## config.mk

```make
export PLATFORM = sky130hd
export DESIGN_NAME = fetch_sequencer
export DESIGN_NICKNAME = d
export VERILOG_FILES = /design/src/rtl/fetch_sequencer.sv
export SDC_FILE = /design/constraint.sdc
export NUM_CORES = 1
export LEC_CHECK = 0
export BUFFER_PORTS_ARGS = -buffer_cell sky130_fd_sc_hd__buf_2
export CORE_ASPECT_RATIO = 1.2
export CORE_MARGIN = 10
export CORE_UTILIZATION = 45
export CTS_CLUSTER_SIZE = 8
export DETAILED_ROUTE_END_ITERATION = 6
export PLACE_DENSITY_LB_ADDON = 0.05
export SLEW_MARGIN = 20
export SYNTH_ARGS = -nofsm -noshare
export SYNTH_HDL_FRONTEND = slang
export SYNTH_SLANG_ARGS = --single-unit
```

## constraint.sdc

```tcl
create_clock -name clk -period 5.05 [get_ports clk]
set_clock_uncertainty 0.05 [all_clocks]
set_input_delay 0.7575 -clock clk [delete_from_list [all_inputs] [get_ports clk]]
set_output_delay 0.7575 -clock clk [all_outputs]
set_load 0.05 [all_outputs]
```

## src/rtl/fetch_sequencer.sv

```systemverilog
// Fetch/decode sequencer for the 8-bit core.
// Drives the program counter (reset / increment / load), latches instructions, resolves
// JMP, JZ and HALT locally and issues every other opcode to the datapath via exec_valid/exec_done.
// Optional return-address stack (CALL/RET) is enabled by defining FETCH_CALL_STACK_EN.
module fetch_sequencer #(
  parameter int unsigned prog_mem_length = 8,
  parameter int unsigned INSTR_W         = 16,
  parameter int unsigned MEM_LAT         = 1,
  parameter int unsigned STACK_DEPTH     = 4
) (
  input  logic                       clk,
  input  logic                       rst,
  input  logic                       start,
  input  logic [prog_mem_length-1:0] pc,
  input  logic [INSTR_W-1:0]         instr,
  input  logic                       zero_flag,
  input  logic                       exec_done,
  output logic                       rstPC,
  output logic                       cePC,
  output logic                       wrJumpAdr,
  output logic [prog_mem_length-1:0] jumpAdr,
  output logic [INSTR_W-1:0]         ir,
  output logic                       exec_valid,
  output logic                       busy,
  output logic                       halted,
  output logic                       err,
  output logic [15:0]                instr_cnt
);

  localparam int unsigned LatW = (MEM_LAT > 1) ? $clog2(MEM_LAT) : 1;
  localparam logic [3:0] OpHalt = 4'hF;
  localparam logic [3:0] OpJmp  = 4'hE;
  localparam logic [3:0] OpJz   = 4'hB;

  typedef enum logic [2:0] {StIdle, StFetch, StDecode, StExec, StNext, StHalt} state_e;

  state_e                     state_q, state_d;
  logic [LatW-1:0]            lat_q, lat_d;
  logic [INSTR_W-1:0]         ir_q, ir_d;
  logic                       rst_pc_q, rst_pc_d;
  logic                       ce_q, ce_d;
  logic                       wr_q, wr_d;
  logic [prog_mem_length-1:0] adr_q, adr_d;
  logic [15:0]                cnt_q, cnt_d;
  logic                       err_q, err_d;
  logic                       exec_valid_q, busy_q, halted_q;

  logic [3:0]                 opcode;
  logic [prog_mem_length-1:0] target;

  assign opcode = ir_q[INSTR_W-1 -: 4];
  assign target = ir_q[prog_mem_length-1:0];

`ifdef FETCH_CALL_STACK_EN
  localparam logic [3:0] OpRet  = 4'hC;
  localparam logic [3:0] OpCall = 4'hD;
  localparam int unsigned SpW  = $clog2(STACK_DEPTH + 1);
  localparam int unsigned IdxW = (STACK_DEPTH > 1) ? $clog2(STACK_DEPTH) : 1;

  logic [prog_mem_length-1:0] stack_q [STACK_DEPTH];
  logic [SpW-1:0]             sp_q;
  logic                       push, pop;

  // Return-address stack; entries need no reset, only the pointer does.
  always_ff @(posedge clk) begin
    if (rst) begin
      sp_q <= '0;
    end else if (push) begin
      stack_q[IdxW'(sp_q)] <= pc + 1'b1;
      sp_q                 <= sp_q + 1'b1;
    end else if (pop) begin
      sp_q <= sp_q - 1'b1;
    end
  end
`else
  // pc is only needed for CALL return addresses.
  logic unused_pc;
  assign unused_pc = ^pc;
`endif

  // Next-state and next-output logic; pulse outputs are registered from these.
  always_comb begin
    state_d  = state_q;
    lat_d    = lat_q;
    ir_d     = ir_q;
    rst_pc_d = 1'b0;
    ce_d     = 1'b0;
    wr_d     = 1'b0;
    adr_d    = adr_q;
    cnt_d    = cnt_q;
    err_d    = err_q;
`ifdef FETCH_CALL_STACK_EN
    push     = 1'b0;
    pop      = 1'b0;
`endif
    unique case (state_q)
      StIdle: begin
        if (start) begin
          rst_pc_d = 1'b1;
          lat_d    = '0;
          state_d  = StFetch;
        end
      end
      StFetch: begin
        // Hold off counting while the PC reset pulse is still being applied.
        if (!rst_pc_q) begin
          if (lat_q == LatW'(MEM_LAT - 1)) begin
            ir_d    = instr;
            lat_d   = '0;
            state_d = StDecode;
          end else begin
            lat_d = lat_q + 1'b1;
          end
        end
      end
      StDecode: begin
        case (opcode)
          OpHalt: state_d = StHalt;
          OpJmp: begin
            wr_d    = 1'b1;
            adr_d   = target;
            state_d = StNext;
          end
          OpJz: begin
            if (zero_flag) begin
              wr_d  = 1'b1;
              adr_d = target;
            end else begin
              ce_d = 1'b1;
            end
            state_d = StNext;
          end
`ifdef FETCH_CALL_STACK_EN
          OpCall: begin
            if (sp_q == SpW'(STACK_DEPTH)) begin
              err_d   = 1'b1;
              state_d = StHalt;
            end else begin
              push    = 1'b1;
              wr_d    = 1'b1;
              adr_d   = target;
              state_d = StNext;
            end
          end
          OpRet: begin
            if (sp_q == '0) begin
              err_d   = 1'b1;
              state_d = StHalt;
            end else begin
              pop     = 1'b1;
              wr_d    = 1'b1;
              adr_d   = stack_q[IdxW'(sp_q - 1'b1)];
              state_d = StNext;
            end
          end
`endif
          default: state_d = StExec;
        endcase
      end
      StExec: begin
        if (exec_done) begin
          ce_d    = 1'b1;
          state_d = StNext;
        end
      end
      StNext: begin
        if (cnt_q != 16'hFFFF) begin
          cnt_d = cnt_q + 16'd1;
        end
        state_d = StFetch;
      end
      StHalt: begin
      end
      default: state_d = StIdle;
    endcase
  end

  // State and registered outputs; synchronous reset aborts any instruction in flight.
  always_ff @(posedge clk) begin
    if (rst) begin
      state_q      <= StIdle;
      lat_q        <= '0;
      ir_q         <= '0;
      rst_pc_q     <= 1'b0;
      ce_q         <= 1'b0;
      wr_q         <= 1'b0;
      adr_q        <= '0;
      cnt_q        <= '0;
      err_q        <= 1'b0;
      exec_valid_q <= 1'b0;
      busy_q       <= 1'b0;
      halted_q     <= 1'b0;
    end else begin
      state_q      <= state_d;
      lat_q        <= lat_d;
      ir_q         <= ir_d;
      rst_pc_q     <= rst_pc_d;
      ce_q         <= ce_d;
      wr_q         <= wr_d;
      adr_q        <= adr_d;
      cnt_q        <= cnt_d;
      err_q        <= err_d;
      exec_valid_q <= (state_d == StExec);
      busy_q       <= (state_d != StIdle) && (state_d != StHalt);
      halted_q     <= (state_d == StHalt);
    end
  end

  assign rstPC      = rst_pc_q;
  assign cePC       = ce_q;
  assign wrJumpAdr  = wr_q;
  assign jumpAdr    = adr_q;
  assign ir         = ir_q;
  assign exec_valid = exec_valid_q;
  assign busy       = busy_q;
  assign halted     = halted_q;
  assign instr_cnt  = cnt_q;
`ifdef FETCH_CALL_STACK_EN
  assign err        = err_q;
`else
  assign err        = 1'b0;
`endif

endmodule

```

After elaboration in Yosys (flattened, before gate mapping)
Index checks and enable logic that the tools add are counted.
- add/sub/neg operators: 2
- equal/unequal tests: 15
- multiplexer cells: 19
- bitwise operators: 4
- reductions and logical operators: 12
- operators with widths (operator ; count):
    $pmux 3 s6 ; 1
    $add 16x1->16 const B ; 1
    $ne 16x16->1 const B ; 1
    $pmux 8 s2 ; 1
    $eq 4x4->1 const B ; 3
    $mux 3 ; 4
    $eq 3x2->1 const B ; 3
    $eq 3x3->1 const B ; 3
    $reduce_and 3->1 ; 3
    $mux 1 ; 8
    $mux 8 ; 1
    $ne 2x2->1 const B ; 3
    $pmux 1 s2 ; 3
    $pmux 3 s2 ; 1
    $reduce_or 2->1 ; 3
    $not 1->1 ; 4
    $reduce_bool 2->1 ; 2
    $eq 3x1->1 const B ; 1
    $logic_not 3->1 ; 1
    $ne 3x3->1 const B ; 1
    $reduce_bool 3->1 ; 1
    $reduce_and 2->1 ; 1
    $add 1x1->1 const B ; 1
    $logic_and 1x1->1 ; 1
- bits in registers: 50
- input port bits: 29
- output and inout port bits: 47

Longest topological paths before layout
- depth after elaboration: 6
- depth in mapped cells: 7
- mapped depth without buffers: 5

Worst setup path before layout
OpenSTA, ideal clock, no wires.
- path kind: register to register
- from: register cnt_q[0], in the netlist instr_cnt[0]
- to: register cnt_q[0], in the netlist instr_cnt[0]
- library setup time: 0.121 ns
- arrival time: 1.997 ns
- data required time: 4.879 ns
- path slack: 2.883 ns
- cell stages (with the launch flop): 6
- path buffers: 0
- period minus slack after synthesis: 2.167 ns
- cell sequence: dfxtp_1 ha_1 nand4_1 nor4_4 nor2b_1 mux2_2
- cells in the longest elaborated chain, start to end: 2
- RTL lines (element ; line ; source):
    start: declaration ; 44 ; logic [15:0] cnt_q, cnt_d;
    start signal: assignment ; 201 ; cnt_q <= cnt_d;
    parallel branches: the longest is 2 deep, another holds $add 16x1->16 ; n/a ;
Several ways; the timed one is not identified.
A chain may end at the register's enable or synchronous reset.

Worst setup path after layout
- from: register state_q[1]
- to: register adr_q[2], in the netlist jumpAdr[2]
- cells in the longest elaborated chain, start to end: 2
- RTL lines (element ; line ; source):
    start: declaration ; 37 ; state_e state_q, state_d;
    start signal: assignment ; 181 ; state_q <= StIdle;
    start signal: assignment ; 194 ; state_q <= state_d;
    $eq 3x2->1 ; 96 ; unique case (state_q)
    $reduce_and 3->1 (no source line) ; n/a ;
    end signal: assignment ; 200 ; adr_q <= adr_d;
    end: declaration ; 43 ; logic [prog_mem_length-1:0] adr_q, adr_d;
Every way passes these cells.

==> qor.yml <==
timing:
  worstMarginPinSlew_ps: 954
  rsz0062_at_grt: "no"
  fmax_mhz: 442
  hold_ws_ps: 403
  layout_min_cycle_time_ps: 2260
  fin_crit_sh: 0.448
  slew_viol_final: 0
  finalSetupViolCount: 0
  finalSetupTns_ps: 0
  slew_headroom: 0.364
  hold_viol: 0
setup_path:
  crit_chain: "or3b_1 -> a211oi_2 -> mux2i_1 -> nor2_1"
  crit_slowest_cell: "a211oi_2"
  cp.required_ps: 5150
  max_stage_delay_ps: 740
  start_kind: "register"
  worstSetupPathType: "register to register"
  cp-end-kind: "register"
  crit_fanout: 12
  critPathArrivalTime_ps: 2370
final_layout:
  syn_to_final_growth_pct: 19.0
  num-fill-cells: 459
  multiInputGateArea_mm2: 0.00115
  drive_gt1_frac: 0.289
  fin_nets: 340
  antenna_cells: 0
  regArea_um2: 981
detailed_routing:
  wl_per_cell_um: 14.1
  drc: 0
  first_iter_violations: 125
  vias_per_cell: 5.17
  wirelength_um: 5220
  num_vias: 1907
  postRouteAntennaNets: 0
  drtPass1Iterations: 4
synth:
  synthDistinctLibCells: 43
  syn-num-nets: 281
  synth_area_mm2: 0.00221
  synth_ff_type: "dfxtp_1"
  synth_edf_count: 0
  synth-seq-cells: 49
  synthArstFlopShare: 0
  synth.avg_cell_area_um2: 8.79
  yosysWarnings: 0
  synth_cells: 251
  ys_seq_area_frac: 0.444
clock_tree:
  cts.reportedPaths.clkPinSlew_ps: 90
  post-cts-setup-buffers: 0
  hold_buffers: 0
  htreeDepth: 2
  clock_path_buffers: 2
  clock_latency_ps: 300
  cts_buffers: 5
  cts_tree: "done"
  clock-root-buffer: "clkbuf_8"
  cts.sinks: 49
  cts_resized: 0
floorplan:
  core-area_mm2: 0.00466
  initial_core_util: 0.473
  die_area_mm2: 0.00812
  ioPinCount: 76
  rows: 27
  die_w_um: 83.9
  die_h_um: 96.7
grt:
  grtUsageTotal: 0.126
  grt_max_degree: 56
  grt_pass1_wl_um: 8760
  overflow: 0
  grt_pass1_vias: 1829
  grt_antenna_before_repair: 0
placement:
  gp_congestion: 0.785
  hpwl_um: 3800
  port_buffers: 66
power_and_ir_drop:
  vdd_ir_drop_max_uv: 185
  p_leak_nw: 1.11
  powerDensity_mw_per_mm2: 301
run:
  maxCapViolations: 0
outcome:
  status: "finished, final reports clean"
min_path:
  hp-class: "register to register"
-- layer usage --
layer / GRT usage / share of wire
met1: 0.141 / 0.43
met2: 0.202 / 0.47
met5: 0 / 0
met3: 0.0653 / 0.099
met4: 0.0347 / 0.0071
-- sequential cells by signal (all words and copies together), names as in the netlist --
| name | count |
|---|---|
| instr_cnt | 16 |
| ir | 16 |
| jumpAdr | 8 |
| state_q | 3 |
| busy | 1 |
| cePC | 1 |
| exec_valid | 1 |
| halted | 1 |
| rstPC | 1 |
| wrJumpAdr | 1 |
-- critical path: cells and delay by family, from the launching register on --
family	cells	cell delay (ps)
AND/OR/NAND/NOR	2	500
flip-flops	1	570
multiplexers	1	270
AO/OA/AOI/OAI	1	740
-- Yosys cell counts, types with 4 or more instances --
| cell type | count | area, um^2 |
|---|---|---|
| nor2b_1 | 14 | 87.6 |
| clkbuf_1 | 9 | 33.8 |
| dfxtp_1 | 49 | 981 |
| nor2_1 | 25 | 93.8 |
| mux2i_1 | 10 | 100 |
| buf_4 | 4 | 30.0 |
| nand3_1 | 5 | 25.0 |
| o21ai_0 | 4 | 20.0 |
| nand4_1 | 4 | 25.0 |
| nor4_1 | 5 | 31.3 |
| a21oi_1 | 26 | 130 |
| and3_1 | 4 | 25.0 |
| nand2_1 | 39 | 146 |
| mux2_2 | 9 | 101 |
-- placed cells by master (no fill, tap or decap), types with 4 or more instances in the layout --
cell type and n:
mux2_2 9, and3_1 4, nand4_1 4, nand3_1 5
a21oi_1 26, nor4_1 5, clkbuf_8 5, o21ai_0 4
dfxtp_1 49, mux2i_1 10, nor2_1 25, buf_2 66
nand2_1 39, nor2b_1 14
-- path summary, 6_finish.rpt --
check	from	slack [ps]	to	depth (start not counted)
max	state_q[1]	2790	jumpAdr[2]	4
max reg2reg	state_q[1]	2790	jumpAdr[2]	4
min reg2reg	ir[10]	400	ir[10]	2
min	ir[10]	400	ir[10]	2
-- cell type report --
cell class | instances | area share
sequential | 49 | 0.374
tap | 58 | 0.0276
clock inverter | 1 | 0.00286
timing repair buffer | 66 | 0.126
clock buffer | 7 | 0.0291
multi-input combinational | 185 | 0.437
inverter | 3 | 0.00429
-- report_power, final --
group	internal, mW	leakage, nW	switching, mW	total, mW
sequential	0.404	0.397	0.0191	0.423
clock	0.0983	0.0385	0.128	0.227
combinational	0.0386	0.673	0.102	0.141
-- cells by family after synthesis --
family	share of synthesized area
fa+ha+maj	0.00567
other cells	0.00170
flops	0.444
compound gates	0.117
simple gates	0.300
buf+inv	0.0357
mux	0.0913
xor+xnor	0.00397
-- stage by stage --
stage / cells / worst slack, ps / power (mW) / area (um^2) / utilization
after global routing: 369 / 2620 / 0.832 / 2630 / 0.563
after detailed placement: 361 / 2760 / 0.576 / 2540 / 0.545
after floorplan: 251 / 2880 / 0.542 / 2210 / -
final: 369 / 2790 / 0.791 / 2630 / 0.563
after global placement: 361 / 2770 / 0.574 / 2540 / 0.545
after CTS: 369 / 2750 / 0.801 / 2630 / 0.563
Power figures use the tool's default switching activity.
